[src/rtl/param_universal_register.sv]
// Multi-function WIDTH-bit register: parallel load, logic/arithmetic ops and
// one-bit-per-cycle shift/rotate sequences under a start/busy/done handshake.
module param_universal_register #(
  parameter int WIDTH = 8,
  parameter int AMT_W = 4
) (
  input  logic             clk,
  input  logic             rst,
  input  logic             start,
  input  logic [3:0]       op,
  input  logic [AMT_W-1:0] amt,
  input  logic [WIDTH-1:0] pin,
  input  logic             sin,
  output logic [WIDTH-1:0] pout,
  output logic             sout,
  output logic             busy,
  output logic             done,
  output logic             zero,
  output logic             carry
);

  localparam logic [3:0] OP_HOLD = 4'd0;
  localparam logic [3:0] OP_LOAD = 4'd1;
  localparam logic [3:0] OP_SRS  = 4'd2;
  localparam logic [3:0] OP_SLS  = 4'd3;
  localparam logic [3:0] OP_NOT  = 4'd4;
  localparam logic [3:0] OP_NEG  = 4'd5;
  localparam logic [3:0] OP_INC  = 4'd6;
  localparam logic [3:0] OP_DEC  = 4'd7;
  localparam logic [3:0] OP_ROR  = 4'd8;
  localparam logic [3:0] OP_ROL  = 4'd9;
  localparam logic [3:0] OP_ASR  = 4'd10;
  localparam logic [3:0] OP_LSL  = 4'd11;
  localparam logic [3:0] OP_CLR  = 4'd12;

  logic [3:0]       op_q;
  logic [AMT_W-1:0] cnt;     // steps still to run while busy
  logic [3:0]       cur_op;
  logic             is_step;
  logic [WIDTH-1:0] step_val;
  logic             step_out;
  logic [WIDTH-1:0] sc_val;
  logic             sc_carry;
  logic [WIDTH:0]   inc_ext;

  // While busy the latched op drives the step logic; otherwise the live op.
  assign cur_op  = busy ? op_q : op;
  assign is_step = (op == OP_SRS) || (op == OP_SLS) || (op == OP_ROR) ||
                   (op == OP_ROL) || (op == OP_ASR) || (op == OP_LSL);
  assign inc_ext = {1'b0, pout} + {{WIDTH{1'b0}}, 1'b1};
  assign zero    = (pout == '0);

  always_comb begin
    step_val = pout;
    step_out = 1'b0;
    case (cur_op)
      OP_SRS: begin step_val = {sin, pout[WIDTH-1:1]};          step_out = pout[0];       end
      OP_SLS: begin step_val = {pout[WIDTH-2:0], sin};          step_out = pout[WIDTH-1]; end
      OP_ROR: begin step_val = {pout[0], pout[WIDTH-1:1]};      step_out = pout[0];       end
      OP_ROL: begin step_val = {pout[WIDTH-2:0], pout[WIDTH-1]}; step_out = pout[WIDTH-1]; end
      OP_ASR: begin step_val = {pout[WIDTH-1], pout[WIDTH-1:1]}; step_out = pout[0];       end
      OP_LSL: begin step_val = {pout[WIDTH-2:0], 1'b0};         step_out = pout[WIDTH-1]; end
      default: ;
    endcase
  end

  always_comb begin
    sc_val   = pout;
    sc_carry = 1'b0;
    case (op)
      OP_LOAD: sc_val = pin;
      OP_NOT:  sc_val = ~pout;
      OP_NEG:  begin sc_val = ~pout + {{(WIDTH-1){1'b0}}, 1'b1}; sc_carry = (pout == '0); end
      OP_INC:  begin sc_val = inc_ext[WIDTH-1:0];                sc_carry = inc_ext[WIDTH]; end
      OP_DEC:  begin sc_val = pout - {{(WIDTH-1){1'b0}}, 1'b1}; sc_carry = (pout == '0); end
      OP_CLR:  sc_val = '0;
      default: ;
    endcase
  end

  always_ff @(posedge clk or posedge rst) begin
    if (rst) begin
      pout  <= '0;
      sout  <= 1'b0;
      busy  <= 1'b0;
      done  <= 1'b0;
      carry <= 1'b0;
      cnt   <= '0;
      op_q  <= OP_HOLD;
    end else begin
      done <= 1'b0;
      if (busy) begin
        pout  <= step_val;
        sout  <= step_out;
        carry <= step_out;
        cnt   <= cnt - {{(AMT_W-1){1'b0}}, 1'b1};
        if (cnt == {{(AMT_W-1){1'b0}}, 1'b1}) begin
          busy <= 1'b0;
          done <= 1'b1;
        end
      end else if (start) begin
        op_q <= op;
        if (is_step) begin
          // Step 1 lands on the accept edge; a zero count only pulses done.
          if (amt == '0) begin
            done <= 1'b1;
          end else begin
            pout  <= step_val;
            sout  <= step_out;
            carry <= step_out;
            if (amt == {{(AMT_W-1){1'b0}}, 1'b1}) begin
              done <= 1'b1;
            end else begin
              busy <= 1'b1;
              cnt  <= amt - {{(AMT_W-1){1'b0}}, 1'b1};
            end
          end
        end else begin
          pout  <= sc_val;
          carry <= sc_carry;
          done  <= 1'b1;
        end
      end
    end
  end

endmodule
[config.mk]
export PLATFORM = sky130hd
export DESIGN_NAME = param_universal_register
export DESIGN_NICKNAME = d
export VERILOG_FILES = /design/src/rtl/param_universal_register.sv
export SDC_FILE = /design/constraint.sdc
export NUM_CORES = 1
export LEC_CHECK = 0
export BUFFER_PORTS_ARGS = -buffer_cell sky130_fd_sc_hd__buf_2
export CORE_MARGIN = 2
export CORE_UTILIZATION = 57
export DETAILED_ROUTE_END_ITERATION = 12
export PLACE_DENSITY = 0.92
export SKIP_LAST_GASP = 1
export SLEW_MARGIN = 20
export SYNTH_ARGS = -nofsm -noshare
export SYNTH_HDL_FRONTEND = slang
export SYNTH_SLANG_ARGS = --single-unit
[constraint.sdc]
create_clock -name clk -period 1.9 [get_ports clk]
set_input_delay 0.285 -clock clk [delete_from_list [all_inputs] [get_ports clk]]
set_output_delay 0.285 -clock clk [all_outputs]
set_load 0.01 [all_outputs]
# After elaboration in Yosys (flattened, before gate mapping)
# Cells that the tools add are included.
word_totals:
  regBits: 20
  latchBits: 0
  ramBits: 0
  rom_bits: 0
  in_bits: 20
  word_cells: 88
  n_memories: 0
op_classes:
  addsub: 5
  n_mul: 0
  div_mod_pow: 0
  magnitude_cmp: 0
  eq_ne: 23
  shift: 0
  n_mux: 33
  n_bitwise: 2
  n_reduce_logical: 18
ops:
  columns: ["op", "n"]
  rows:
  - ["$pmux W8 S6", 2]
  - ["$eq A4 B4 Y1 const B", 9]
  - ["$mux W8", 4]
  - ["$mux W4", 6]
  - ["$mux W1", 19]
  - ["$eq A4 B2 Y1 const B", 4]
  - ["$eq A4 B3 Y1 const B", 4]
  - ["$eq A4 B1 Y1 const B", 3]
  - ["$add A8 B1 Y9 const B", 1]
  - ["$add A8 B1 Y8 const B", 1]
  - ["$logic_not A8 Y1", 1]
  - ["$not A8 Y8", 1]
  - ["$reduce_bool A8 Y1", 1]
  - ["$sub A4 B1 Y4 const B", 2]
  - ["$sub A8 B1 Y8 const B", 1]
  - ["$reduce_and A3 Y1", 2]
  - ["$reduce_or A3 Y1", 2]
  - ["$logic_or A1 B1 Y1", 5]
  - ["$logic_not A4 Y1", 1]
  - ["$ne A2 B2 Y1 const B", 2]
  - ["$pmux W1 S2", 2]
  - ["$reduce_and A2 Y1", 2]
  - ["$reduce_and A4 Y1", 1]
  - ["$reduce_bool A2 Y1", 2]
  - ["3 further kinds", 3]

# Depth between registers and ports, before layout
# Gate-level depths: netlist (run 1).
logic_depth:
  ltp_word: 9
  ltp_mapped: 8

# Worst setup path before layout (run 1)
# Ideal clock, no wire load.
synth_path:
  path_kind: "register to register"
  from: "reg pout[0]"
  to: "reg pout[4]"
  setup_ns: 0.121
  t_arrival_ns: 1.750
  slack_ns: 0.029
  stages_incl_launch_ff: 9
  n_path_buf: 1
  cell_sequence: "dfrtp_1 > buf_2 > inv_1 > ha_1 > nor3b_2 > xnor2_1 > a221o_1 > a2bb2oi_1 > o22a_1"
synth_via:
  elab_chain_cells: 6
  word_cells_on_any_way: 8
  classes_between: "3 x add/sub; 4 x mux; 1 x bitwise"
synth_rtl:
  columns: ["element", "line_no", "rtl"]
  rows:
  - ["from (decl)", "14", "output logic [WIDTH-1:0] pout,"]
  - ["from (signal assigned)", "93", "pout <= step_val;"]
  - ["from (signal assigned)", "108", "pout <= step_val;"]
  - ["from (signal assigned)", "119", "pout <= sc_val;"]
  - ["$not A8 Y8", "73", "OP_NEG: begin sc_val = ~pout + {{(WIDTH-1){1'b0}}, 1'b1}; sc_carry = (pout == '0); end"]
  - ["$add A8 B1 Y8", "73", null]
  - ["$pmux W8 S6 (*)", "70", "case (op)"]
  - ["$mux W8 (*)", "103", "if (is_step) begin"]
  - ["$mux W8 (*)", "101", "end else if (start) begin"]
  - ["$mux W8 (*)", "92", "if (busy) begin"]
# Mark *: on every way between the ends. The rest lies on a longest branch, timed or not. The select of a mux whose other input is x is not followed.
# A chain may end at the register's enable or synchronous reset.

# Final worst setup path (run 1)
layout_path:
  from: "reg pout[0]"
  to: "reg carry"
layout_via:
  elab_chain_cells: 5
  word_cells_on_any_way: 8
  classes_between: "1 x add/sub; 6 x mux; 1 x reduce/logical"
layout_rtl:
  columns: ["element", "line_no", "rtl"]
  rows:
  - ["$add A8 B1 Y9, or another cell as far along", "50", "assign inc_ext = {1'b0, pout} + {{WIDTH{1'b0}}, 1'b1};"]
  - ["$pmux W1 S2 / $mux W1 (equally long branches)", "70, 105", null]
  - ["$mux W1", "103", null]
  - ["$mux W1", "101", null]
  - ["$mux W1 (*)", "92", null]
  - ["to (signal assigned)", "95", "carry <= step_out;"]
  - ["to (signal assigned)", "110", "carry <= step_out;"]
  - ["to (signal assigned)", "120", "carry <= sc_carry;"]
  - ["to (decl)", "19", "output logic carry"]
# Marks and branches as above.

==> results of run 1 <==
-- registers in the layout (all words and copies together), names as in the netlist --
signal / flops
sout: 1
pout: 8
cnt: 4
done: 1
op_q: 4
carry: 1
busy: 1
-- layer usage --
| metal | GRT usage, % | vias to the layer above |
|---|---|---|
| met5 | 0 | - |
| met4 | 10.3 | 0 |
| met3 | 5.54 | 22 |
| met2 | 48.3 | 142 |
| met1 | 41.6 | 965 |
| li1 | - | 952 |
-- area by class of cell --
| type | count | share of cell area, % |
|---|---|---|
| Inverter | 13 | 2.13 |
| Tap cell | 46 | 2.52 |
| Multi-Input combinational cell | 183 | 58.5 |
| Timing Repair Buffer | 53 | 13.9 |
| Clock buffer | 3 | 0.985 |
| Sequential cell | 20 | 21.9 |
-- cells in the mapped netlist (2+ instances only) --
cell type and instances:
sky130_fd_sc_hd__buf_4 4, sky130_fd_sc_hd__dfrtp_1 20, sky130_fd_sc_hd__xnor2_1 8, sky130_fd_sc_hd__o22a_1 2, sky130_fd_sc_hd__buf_6 5, sky130_fd_sc_hd__o21ai_0 8, sky130_fd_sc_hd__nor2b_1 4, sky130_fd_sc_hd__nor3b_1 2
sky130_fd_sc_hd__a31oi_1 4, sky130_fd_sc_hd__nand2_1 23, sky130_fd_sc_hd__nand3_1 12, sky130_fd_sc_hd__a221o_1 2, sky130_fd_sc_hd__clkbuf_1 5, sky130_fd_sc_hd__nor3_1 3, sky130_fd_sc_hd__nand2b_1 2, sky130_fd_sc_hd__inv_1 12
sky130_fd_sc_hd__or4_1 2, sky130_fd_sc_hd__a21oi_1 11, sky130_fd_sc_hd__o221ai_1 3, sky130_fd_sc_hd__a221oi_1 3, sky130_fd_sc_hd__a21boi_0 3, sky130_fd_sc_hd__a311o_1 2, sky130_fd_sc_hd__mux2i_1 5, sky130_fd_sc_hd__a32o_1 2
sky130_fd_sc_hd__nand3b_1 3, sky130_fd_sc_hd__ha_1 6, sky130_fd_sc_hd__nor2_1 19, sky130_fd_sc_hd__or3b_1 2, sky130_fd_sc_hd__o211ai_1 3, sky130_fd_sc_hd__a32oi_1 2, sky130_fd_sc_hd__xor2_1 5, sky130_fd_sc_hd__a211oi_1 2
sky130_fd_sc_hd__o22ai_1 2, sky130_fd_sc_hd__buf_2 3, sky130_fd_sc_hd__mux2_2 6, sky130_fd_sc_hd__nor3b_2 2
-- worst max-delay path, stage by stage (launching register included) --
cell,delay [ps]
sky130_fd_sc_hd__dfrtp_1,400
sky130_fd_sc_hd__inv_1,110
sky130_fd_sc_hd__ha_2,230
sky130_fd_sc_hd__nand3b_1,150
sky130_fd_sc_hd__or4_1,500
sky130_fd_sc_hd__a31oi_2,230
sky130_fd_sc_hd__o32a_1,160
-- stage by stage --
step	instances	power [W]
2_1_floorplan	234	0.00252
3_3_place_gp	315	0.00316
3_5_place_dp	315	0.00326
4_1_cts	318	0.00346
5_1_grt	318	0.00381
6_report	318	0.00356
-- power by group --
group,leakage (nW),switching (W),internal (W)
clock,0.0138,0.000130,0.0000740
sequential,0.234,0.000263,0.000641
combinational,0.730,0.00134,0.00111
total,0.978,0.00174,0.00182
-- cell families (layout without fill, tap and decap cells) --
| logic type | count (synthesis) | count (layout) | synth area share (%) |
|---|---|---|---|
| AO/OA/AOI/OAI | 67 | 67 | 26.8 |
| flip-flops | 20 | 20 | 25.1 |
| XOR/XNOR | 13 | 13 | 5.72 |
| buffers and inverters | 31 | 69 | 8.74 |
| adder cells (fa/ha/maj) | 6 | 6 | 3.77 |
| AND/OR/NAND/NOR | 84 | 84 | 22.7 |
| multiplexers | 13 | 13 | 7.16 |
-- final timing paths --
path / cells after the start / endpoint / slack (ps)
min: 2 / pout[2]$_DFFE_PP0P_ / 120
min reg2reg: 2 / sout$_DFFE_PP0P_ / 520
max in group asynchronous: 2 / busy$_DFF_PP0_ / 1230
max reg2reg: 6 / carry$_DFFE_PP0P_ / 60
min in group clk: 2 / cnt[0]$_DFFE_PP0P_ / 280
max: 6 / carry$_DFFE_PP0P_ / 60
-- repair_timing --
action,in CTS,in global routing
endpoints found under the setup margin,0,6
endpoints found under the hold margin,0,0
gates resized for setup,0,6
==> summary by stage, run 1 <==
Outcome
The run finished with clean final reports.

Synthesis
The synthesized flop and latch total is 20. After synthesis, the netlist uses 68 different library cells. The fraction of registers with async set/reset is 100%. The post-synthesis cell area is 1990 um^2. The instance count of the mapped netlist is 234. Sequential cells were found to cover 25.1% of the synthesized design area. Sorting the synthesized cells by area gives the leading types as sky130_fd_sc_hd__dfrtp_1, sky130_fd_sc_hd__nand2_1, sky130_fd_sc_hd__ha_1. The synthesized design contains 0 enable-type register cells. The mean cell area of the mapped netlist is 8.51 um^2. The cell accounting for the most synthesized area is sky130_fd_sc_hd__dfrtp_1. The area share of the largest cell type after synthesis is 25.1%. In the synthesized netlist the dominant register cell turns out to be sky130_fd_sc_hd__dfrtp_1.

The net count of the mapped netlist is 260. The Yosys step of the flow raised 0 warnings.

Run
The max-capacitance violation count is 0.

Clock network
The clock sink total is 20. The number of post-CTS setup repair buffers is 0. The clock edge transition at the registers on the reported setup and hold paths is 110 ps. The clock root buffer master is sky130_fd_sc_hd__clkbuf_4.

The number of buffers inserted for hold repair after clock tree synthesis is 0. The H-tree level count is 1. The TritonCTS clock tree is yes. The buffer depth of the longest clock path is 2. The number of buffers added by the clock tree synthesis step is 3.

The clock reaches the later pin of the worst-skew pair after 300 ps.

Setup path
At the worst endpoint, the arrival time is 2080 ps. The critical path starts at pout[0]$_DFFE_PP0P_. The worst setup path is of the flip-flop to flip-flop kind. The data required time of the critical path is 2150 ps. The worst setup path is launched from a flip-flop. The reg-to-reg startpoint is pout[0]$_DFFE_PP0P_. In this run the worst path has a maximum fanout of 3.

STA classifies the critical path endpoint as a flip-flop.

Route
In this run the remaining antenna-violating nets after routing total 0. The wire length after detailed routing is 5860 um. The DRC violation count after routing is 0. After detailed routing, the met3 layer carries 644 um of wire. The routed layout has 2081 vias.

Summed over all nets, wire length on met2 after detailed routing comes to 2700 um. After detailed routing, the wire length on met1 is 2370 um. Before antenna repair, the detailed router went through 7 iterations. The detailed router's first-iteration violation count is 205. After detailed routing, the number of vias per cell comes to 6.54.

Signal routing reaches up to met4. The post-detailed-route wirelength per cell is 18.4 um.

STA
The tightest hold path in the finished design has a slack of 118 ps. The worst relative slew slack is 45.9%. Setup violations remaining at the end of the flow were counted as 0. Static timing analysis puts the maximum clock frequency at 0.544 GHz. The final worst-path setup slack is 63.4 ps. At the pin with the least slew margin, the transition time is 810 ps. The number of slew-limit violations in the final report came to 0. After routing, the total negative slack on setup checks comes to 0 ps. The final count of hold timing violations is 0. Setup repair after global routing could not meet its margin everywhere. The setup skew after layout is 1.63 ps. After layout, the worst path uses 96.7% of the clock period. The shortest period the worst path allows is 1840 ps.

Die
The die area is 3980 um^2. The initial standard-cell utilization of the core is 59.7%. The floorplan row count is 21.

The die is 63.1 um wide. The die is 63.1 um tall. The area of the core is 3340 um^2. For this design the top-level I/O count stands at 33.

Layout
The library cells used most frequently in the layout, excluding fill and tap cells, are sky130_fd_sc_hd__buf_2, sky130_fd_sc_hd__nand2_1, sky130_fd_sc_hd__buf_4. With fillers left out, the area of the finished cells amounts to 2290 um^2. The number of filler cells placed in the layout is 262.

The area growth from synthesis to layout is 14.8%. The library cell used most frequently in the layout, excluding fill and tap cells, is sky130_fd_sc_hd__buf_2. The multi-input gate area in the final layout is 1340 um^2. The count of inserted antenna diode cells is 0. Once layout is complete, the utilization of the core stands at 68.5%. The share of layout cells above drive strength 1 is 29.4%. The count of nets after finishing is 300. The total area of sequential cells is 502 um^2.

Placement
The number of port buffers is 32. The HPWL after detailed placement is 4330 um. The pre-CTS worst setup slack is 37.1 ps. The placed standard-cell area is 2240 um^2.

The final weighted congestion in routability-driven placement is 0.976.

Global route
The number of antenna violations at the first check in global routing is 0. The via count of the first global-routing pass is 1932. The pin count of the biggest net entering global routing is 21. The total congestion overflow is 0. The first global-routing pass estimated 9510 um of wire. Global routing consumed, over all layers together, 30.4% of the routing resources.

Power
For this design the static power due to leakage is 0.978 nW. The largest vdd supply drop is 828 uV. Power spread over the standard cell area amounts to 1560 nW/um^2.

Worst hold path
The min-delay analysis places its worst path in the category input pin to async pin.
Note: power is estimated with default switching activity, not from simulation.
==> inputs of run 2 (changes only) <==
--- a/config.mk
+++ b/config.mk
@@ -5,11 +5,13 @@
 export SDC_FILE = /design/constraint.sdc
 export NUM_CORES = 1
 export LEC_CHECK = 0
-export BUFFER_PORTS_ARGS = -buffer_cell sky130_fd_sc_hd__buf_2
+export CAP_MARGIN = 0
 export CORE_MARGIN = 2
-export CORE_UTILIZATION = 57
+export CORE_UTILIZATION = 64
 export DETAILED_ROUTE_END_ITERATION = 12
-export PLACE_DENSITY = 0.92
+export DONT_BUFFER_PORTS = 1
+export PLACE_DENSITY = 0.91
+export SKIP_CTS_REPAIR_TIMING = 1
 export SKIP_LAST_GASP = 1
 export SLEW_MARGIN = 20
 export SYNTH_ARGS = -nofsm -noshare
==> run 2 against run 1 <==
Utilization up 0.91 points. Final area down 8.8%. Routed wire length down 6.4%. Clock skew up 3.4 ps. Non-clock buffer count down 35. Setup slack better by 23 ps. Count of clock-buffer cells in the layout up 1. Clock power up 28%. Combinational power down 10%. Critical path depth up 1. Die area down 10%.
==> summary by stage, run 2 (synthesized netlist as in run 1, its figures left out) <==
Placement
The final weighted congestion in routability-driven placement is 0.936 (-4.0%). The placed standard-cell area is 2040 um^2 (-8.9%). The HPWL after detailed placement is 3990 um (-7.9%). The pre-CTS worst setup slack is 62.5 ps (+25.3 ps). The number of port buffers is 0 (-100%).

Layout
The share of layout cells above drive strength 1 is 17.6% (-12 points). The count of nets after finishing is 265 (-12%). The library cell used most frequently in the layout, excluding fill and tap cells, is sky130_fd_sc_hd__nand2_1. More flip-flops sit in one register than any other, and that register is pout. The count of inserted antenna diode cells is 0 (unchanged). The largest registers in the layout are pout: 8 flops, cnt: 4 flops, op_q: 4 flops. Leaving out fill and tap cells, the most frequent cells in the layout are sky130_fd_sc_hd__nand2_1, sky130_fd_sc_hd__nor2_1, sky130_fd_sc_hd__dfrtp_1. The number of filler cells placed in the layout is 242 (-7.6%). The area growth from synthesis to layout is 4.71%. The core occupancy in the finished layout was 69.4% (+0.91 points). The post-layout instance area came to 2080 um^2 (-8.8%). The flip-flop count of the largest register, all copies and words added was 8 (unchanged).

STA
The setup skew after layout is 5.05 ps (+3.43 ps). The setup violation total in the final timing report is 0 (unchanged). The upper clock frequency limit is 0.551 GHz (+1.3%).

The transition time at the pin with the least slew margin is 816 ps (+6.13 ps). Setup repair after global routing could not meet its margin everywhere. The worst relative slew slack is 45.5% (-0.41 points). The final worst-path setup slack is 86.2 ps (+22.7 ps). The shortest period the worst path allows came to 1810 ps (-22.7 ps). The total negative slack for setup checks is 0 ps (unchanged). The final count of hold timing violations is 0 (unchanged). The final-layout worst hold slack is 1.80 ps (-117 ps). The number of slew-limit violations in the final report is 0 (unchanged). The part of the cycle the worst path needs was 95.5% (-1.2 points).

Route
The number of vias in the routed layout is 1963 (-5.7%). The post-detailed-route wirelength per cell was 20.3 um (+9.9%). The average vias per placed instance came to 7.24 (+11%).

The detailed router's first-iteration violation count was 256 (+25%). The DRC violation count after routing is 0 (unchanged). The wire length after detailed routing is 5490 um (-6.4%). The iteration count of the initial detailed-routing pass is 5 (-2). The residual antenna-violating net count after detailed routing was 0 (unchanged).

Setup path
The arrival time at the worst endpoint was 2050 ps (-30 ps). The highest fanout seen on the critical path came to 8 (+5). The critical path endpoint category is a flip-flop. The data required time of the critical path is 2130 ps (-20 ps). The critical path is of the flip-flop to flip-flop type.

The critical path startpoint category is a flip-flop.

Clock network
The clock edge transition at the registers on the reported setup and hold paths was 130 ps (+20 ps). The tree is rooted in a sky130_fd_sc_hd__clkbuf_4. The number of buffers added by the clock tree synthesis step is 3 (unchanged). The insertion delay to the later sink of the worst-skew pair is 310 ps (about the same). The buffer depth of the longest clock path was 2 (unchanged).

TritonCTS built the clock tree. The H-tree level count is 1 (unchanged). The clock sink total was 20 (unchanged).

Outcome
The flow ran to the end, and the final reports show no timing, DRC or antenna violations.

Die
The die area is 3570 um^2 (-10%). The area of the core was 3000 um^2 (-10%). The floorplan row count is 20 (-4.8%). The die height is 59.8 um (-5.3%).

The initial standard-cell utilization of the core came to 66.3% (+6.6 points). The top-level port count is 33 (unchanged). The chip width came to 59.8 um (-5.3%).

Global route
The global-route wire length before repair is 8370 um (-12%). The met2 track demand over resource is 48.3% (about the same). The met1 layer usage reported by global route is 40.9% (-0.66 points). The pin count of the biggest net entering global routing came to 29 (+38%).

The via count of the first global-routing pass is 1830 (-5.3%). The met3 track demand over resource came to 5.84% (+0.31 points). The total congestion overflow is 0 (unchanged). The total routing usage reported by global routing is 30.8% (+0.41 points). The layer flagged by global routing as most heavily used is met2.

The number of antenna violations at the first check in global routing is 0 (unchanged).

Run
The max-capacitance violation count was 0 (unchanged).

Power
The leakage dissipation is 0.846 nW (-13%). The power per standard cell area came to 1640 nW/um^2 (+5.2%). The largest vdd supply drop is 878 uV (+6.0%).

Worst hold path
The path class of the tightest hold or removal check is input pin to async pin.
[run 2: where the power goes]
group	leakage [nW]	switching (W)	internal [W]	total [W]
Sequential	0.234	0.000306	0.000641	0.000946
Combinational	0.591	0.00119	0.00101	0.00220
Clock	0.0210	0.000145	0.000117	0.000262
[run 2: stage by stage]
stage	total power [W]	std cells
6_report	0.00341	271
5_1_grt	0.00362	271
4_1_cts	0.00335	271
3_5_place_dp	0.00308	267
3_3_place_gp	0.00302	267
2_1_floorplan	0.00252	234
[run 2: final timing paths]
check | start | end | slack (ps) | cells after the start
setup / recovery | pout[0]$_DFFE_PP0P_ | pout[6]$_DFFE_PP0P_ | 90 | 7
hold / removal | rst | pout[1]$_DFFE_PP0P_ | 2 | 1
setup reg to reg | pout[0]$_DFFE_PP0P_ | pout[6]$_DFFE_PP0P_ | 90 | 7
hold reg to reg | op_q[2]$_DFFE_PP0P_ | op_q[2]$_DFFE_PP0P_ | 580 | 1
max in group asynchronous | rst | busy$_DFF_PP0_ | 1330 | 1
min in group clk | op[2] | op_q[2]$_DFFE_PP0P_ | 120 | 1
[run 2: final cells by class]
class / instances / area, um^2 / area share (%)
clock buffers: 4 / 36.3 / 1.74
inverters: 13 / 48.8 / 2.34
multi-input cells: 183 / 1320 / 63.4
flip-flops and latches: 20 / 502 / 24.1
well taps: 33 / 41.3 / 1.98
repair buffers: 18 / 135 / 6.48
[run 2: critical path, stage by stage (launching register included)]
cell and delay [ps]:
sky130_fd_sc_hd__dfrtp_1 400, sky130_fd_sc_hd__buf_4 190, sky130_fd_sc_hd__ha_1 180, sky130_fd_sc_hd__nand3_1 130, sky130_fd_sc_hd__nor2_1 220, sky130_fd_sc_hd__nor3b_1 80
sky130_fd_sc_hd__a2111o_1 390, sky130_fd_sc_hd__a31oi_1 140
[run 2: per-layer routing]
metal  up-vias  part of all wire [%]
met1       924                    38
met5         -                     0
met3        31                    13
met4         0                   2.9
met2       135                    46
li1        873                     -
==> inputs of run 3 (changes only) <==
--- a/config.mk
+++ b/config.mk
@@ -6,6 +6,7 @@
 export NUM_CORES = 1
 export LEC_CHECK = 0
 export CAP_MARGIN = 0
+export CORE_ASPECT_RATIO = 1.5
 export CORE_MARGIN = 2
 export CORE_UTILIZATION = 64
 export DETAILED_ROUTE_END_ITERATION = 12
==> run 3 against run 2 <==
Worst hold slack improved by 43 ps. Power rose by 0.85%. Clock power rose by 8.4%. Largest cell class unchanged. Via count fell by 1.1%. Critical path type unchanged. Register-to-register slack got worse by 30 ps. Highest routed layer unchanged. Critical endpoint unchanged. Sequential power rose by 2.6%. Critical path depth did not move.
==> summary by stage, run 3 (synthesized netlist as in run 1, its figures left out) <==
Global route
The pin count of the biggest net entering global routing was 29 (unchanged). The total routing usage reported by global routing was 32.3% (+1.5 points). The via count of the first global-routing pass was 1878 (+2.6%).

The global-route wire length before repair is 8920 um (+6.6%). The number of antenna violations at the first check in global routing is 0 (unchanged). The total congestion overflow came to 0 (unchanged).

STA
The final-layout worst hold slack is 44.4 ps (+42.6 ps). The shortest period the worst path allows was 1840 ps (+29.9 ps). The worst relative slew slack was 48.2% (+2.7 points).

The final count of hold timing violations is 0 (unchanged). The setup skew after layout is 7.35 ps (+2.30 ps). The transition time at the pin with the least slew margin is 776 ps (-40.4 ps).

The number of slew-limit violations in the final report was 0 (unchanged). Setup repair after global routing could not meet its margin everywhere. The part of the cycle the worst path needs is 97.0% (+1.6 points). The total negative slack for setup checks is 0 ps (unchanged). The setup violation total in the final timing report is 0 (unchanged).

The final worst-path setup slack came to 56.2 ps (-29.9 ps). The upper clock frequency limit came to 0.542 GHz (-1.6%).

Setup path
The highest fanout seen on the critical path is 5 (-3). The arrival time at the worst endpoint came to 2020 ps (-30 ps). The worst-case reg-to-reg path depth came to 7 (unchanged). The data required time of the critical path is 2080 ps (-50 ps). The terminus of the critical flop-to-flop path is pout[6]$_DFFE_PP0P_. The critical path endpoint category is a flip-flop. The class of the most critical setup path is flip-flop to flip-flop. The worst setup path is launched from a flip-flop. The reg-to-reg startpoint is pout[0]$_DFFE_PP0P_. The reg-to-reg setup timing slack is 60 ps (-30 ps).

Layout
The count of nets after finishing was 265 (unchanged). The count of placed standard cells in the final layout, fillers left out came to 276 (+1.8%). In the final layout, the registers with the most flip-flops are pout: 8 flops, cnt: 4 flops, op_q: 4 flops.

The core occupancy in the finished layout is 71.2% (+1.8 points). Compared with the post-synthesis result, the final layout area differs by 5.22%. The count of inserted antenna diode cells came to 0 (unchanged). Counting flops per register, the top entry is pout. The share of layout cells above drive strength 1 was 17.3% (-0.35 points). The library cell used most frequently in the layout, excluding fill and tap cells, is sky130_fd_sc_hd__nand2_1.

Leaving out fill and tap cells, the most frequent cells in the layout are sky130_fd_sc_hd__nand2_1, sky130_fd_sc_hd__dfrtp_1, sky130_fd_sc_hd__nor2_1, sky130_fd_sc_hd__buf_4. The flip-flop count of the largest register, all copies and words added is 8 (unchanged).

Clock network
The buffer depth of the longest clock path is 2 (unchanged). The clock edge transition at the registers on the reported setup and hold paths is 80 ps (-50 ps). The cell sitting at the root of the clock tree is a sky130_fd_sc_hd__clkbuf_8. The insertion delay to the later sink of the worst-skew pair is 260 ps (-50 ps).

The H-tree level count came to 1 (unchanged). The number of buffers added by the clock tree synthesis step was 3 (unchanged). The clock sink total came to 20 (unchanged). TritonCTS built the clock tree.

Route
The wire length after detailed routing is 5430 um (-1.2%). The average vias per placed instance was 7.04 (-2.9%). The iteration count of the initial detailed-routing pass is 4 (-1). The number of vias in the routed layout is 1942 (-1.1%). The DRC violation count after routing is 0 (unchanged).

The post-detailed-route wirelength per cell is 19.7 um (-3.0%). The detailed router's first-iteration violation count came to 100 (-61%). The residual antenna-violating net count after detailed routing was 0 (unchanged).

Placement
The number of placed instances, taps included is 273 (+2.2%). The final weighted congestion in routability-driven placement was 0.999 (+6.6%). The pre-CTS worst setup slack was 57.4 ps (-5.07 ps). The HPWL after detailed placement is 3950 um (-0.89%). The number of port buffers is 0 (unchanged).

Die
The die height is 72.3 um (+21%). The floorplan row count is 24 (+20%). The top-level port count is 33 (unchanged). The die area is 3580 um^2 (+0.26%).

The area of the core came to 2940 um^2 (-2.0%). The chip width was 49.5 um (-17%). The initial standard-cell utilization of the core is 67.6% (+1.4 points).

Power
The leakage dissipation is 0.847 nW (about the same). The largest vdd supply drop is 1140 uV (+30%). The power per standard cell area came to 1640 nW/um^2 (+0.37%).

Outcome
The run finished with clean final reports.

Worst hold path
The type of the most critical hold path is input pin to async pin.

Run
The max-capacitance violation count is 0 (unchanged).
==> run 3: cell count changes in the layout (fill, tap and decap cells not counted) <==
| cell | before | now |
|---|---|---|
| sky130_fd_sc_hd__nor2_1 | 19 | 18 |
| sky130_fd_sc_hd__clkbuf_4 | 3 | 0 |
| sky130_fd_sc_hd__clkbuf_8 | 1 | 3 |
| sky130_fd_sc_hd__nor3_1 | 2 | 3 |
| sky130_fd_sc_hd__nor3_2 | 1 | 0 |
| sky130_fd_sc_hd__nor2_2 | 0 | 1 |
==> run 3: how the worst max path moves through the flow <==
stage	from	to	slack [ps]
floorplan	pout[0]$_DFFE_PP0P_	pout[4]$_DFFE_PP0P_	30
finish	pout[0]$_DFFE_PP0P_	pout[6]$_DFFE_PP0P_	60
global route	pout[0]$_DFFE_PP0P_	pout[6]$_DFFE_PP0P_	-70
CTS	busy$_DFF_PP0_	pout[7]$_DFFE_PP0P_	40
global placement	busy$_DFF_PP0_	pout[3]$_DFFE_PP0P_	90
detailed placement	busy$_DFF_PP0_	pout[7]$_DFFE_PP0P_	60
==> run 3: worst max-delay path: stages (launching register included) <==
cell	delay, ps
sky130_fd_sc_hd__dfrtp_1	420
sky130_fd_sc_hd__buf_4	170
sky130_fd_sc_hd__ha_1	170
sky130_fd_sc_hd__nand3_1	160
sky130_fd_sc_hd__nor2_2	200
sky130_fd_sc_hd__nor3b_1	80
sky130_fd_sc_hd__a2111o_1	400
sky130_fd_sc_hd__a31oi_1	150
==> run 3: through the flow <==
stage	area, um^2	power [W]
after global routing	2090	0.00365
final	2090	0.00344
after global placement	2050	0.00301
after CTS	2090	0.00339
after detailed placement	2050	0.00308
after floorplan	1990	0.00252
==> run 3: final cells by class <==
type                            count  area, um^2
Multi-Input combinational cell    183        1320
Inverter                           13        48.8
Sequential cell                    20         502
Clock buffer                        3        41.3
Timing Repair Buffer               18         135
Fill cell                         256         848
Tap cell                           39        48.8
==> run 3: power by group <==
| group | switching [W] | internal (W) |
|---|---|---|
| clock network | 0.000142 | 0.000142 |
| registers | 0.000329 | 0.000642 |
| logic | 0.00117 | 0.00101 |
==> run 3: metal layers <==
| metal | share of wire (%) | GRT usage (%) |
|---|---|---|
| met1 | 35 | 35.7 |
| met2 | 52 | 58.1 |
| met3 | 7.7 | 4.73 |
| met4 | 4.9 | 18.5 |
| met5 | 0 | 0 |
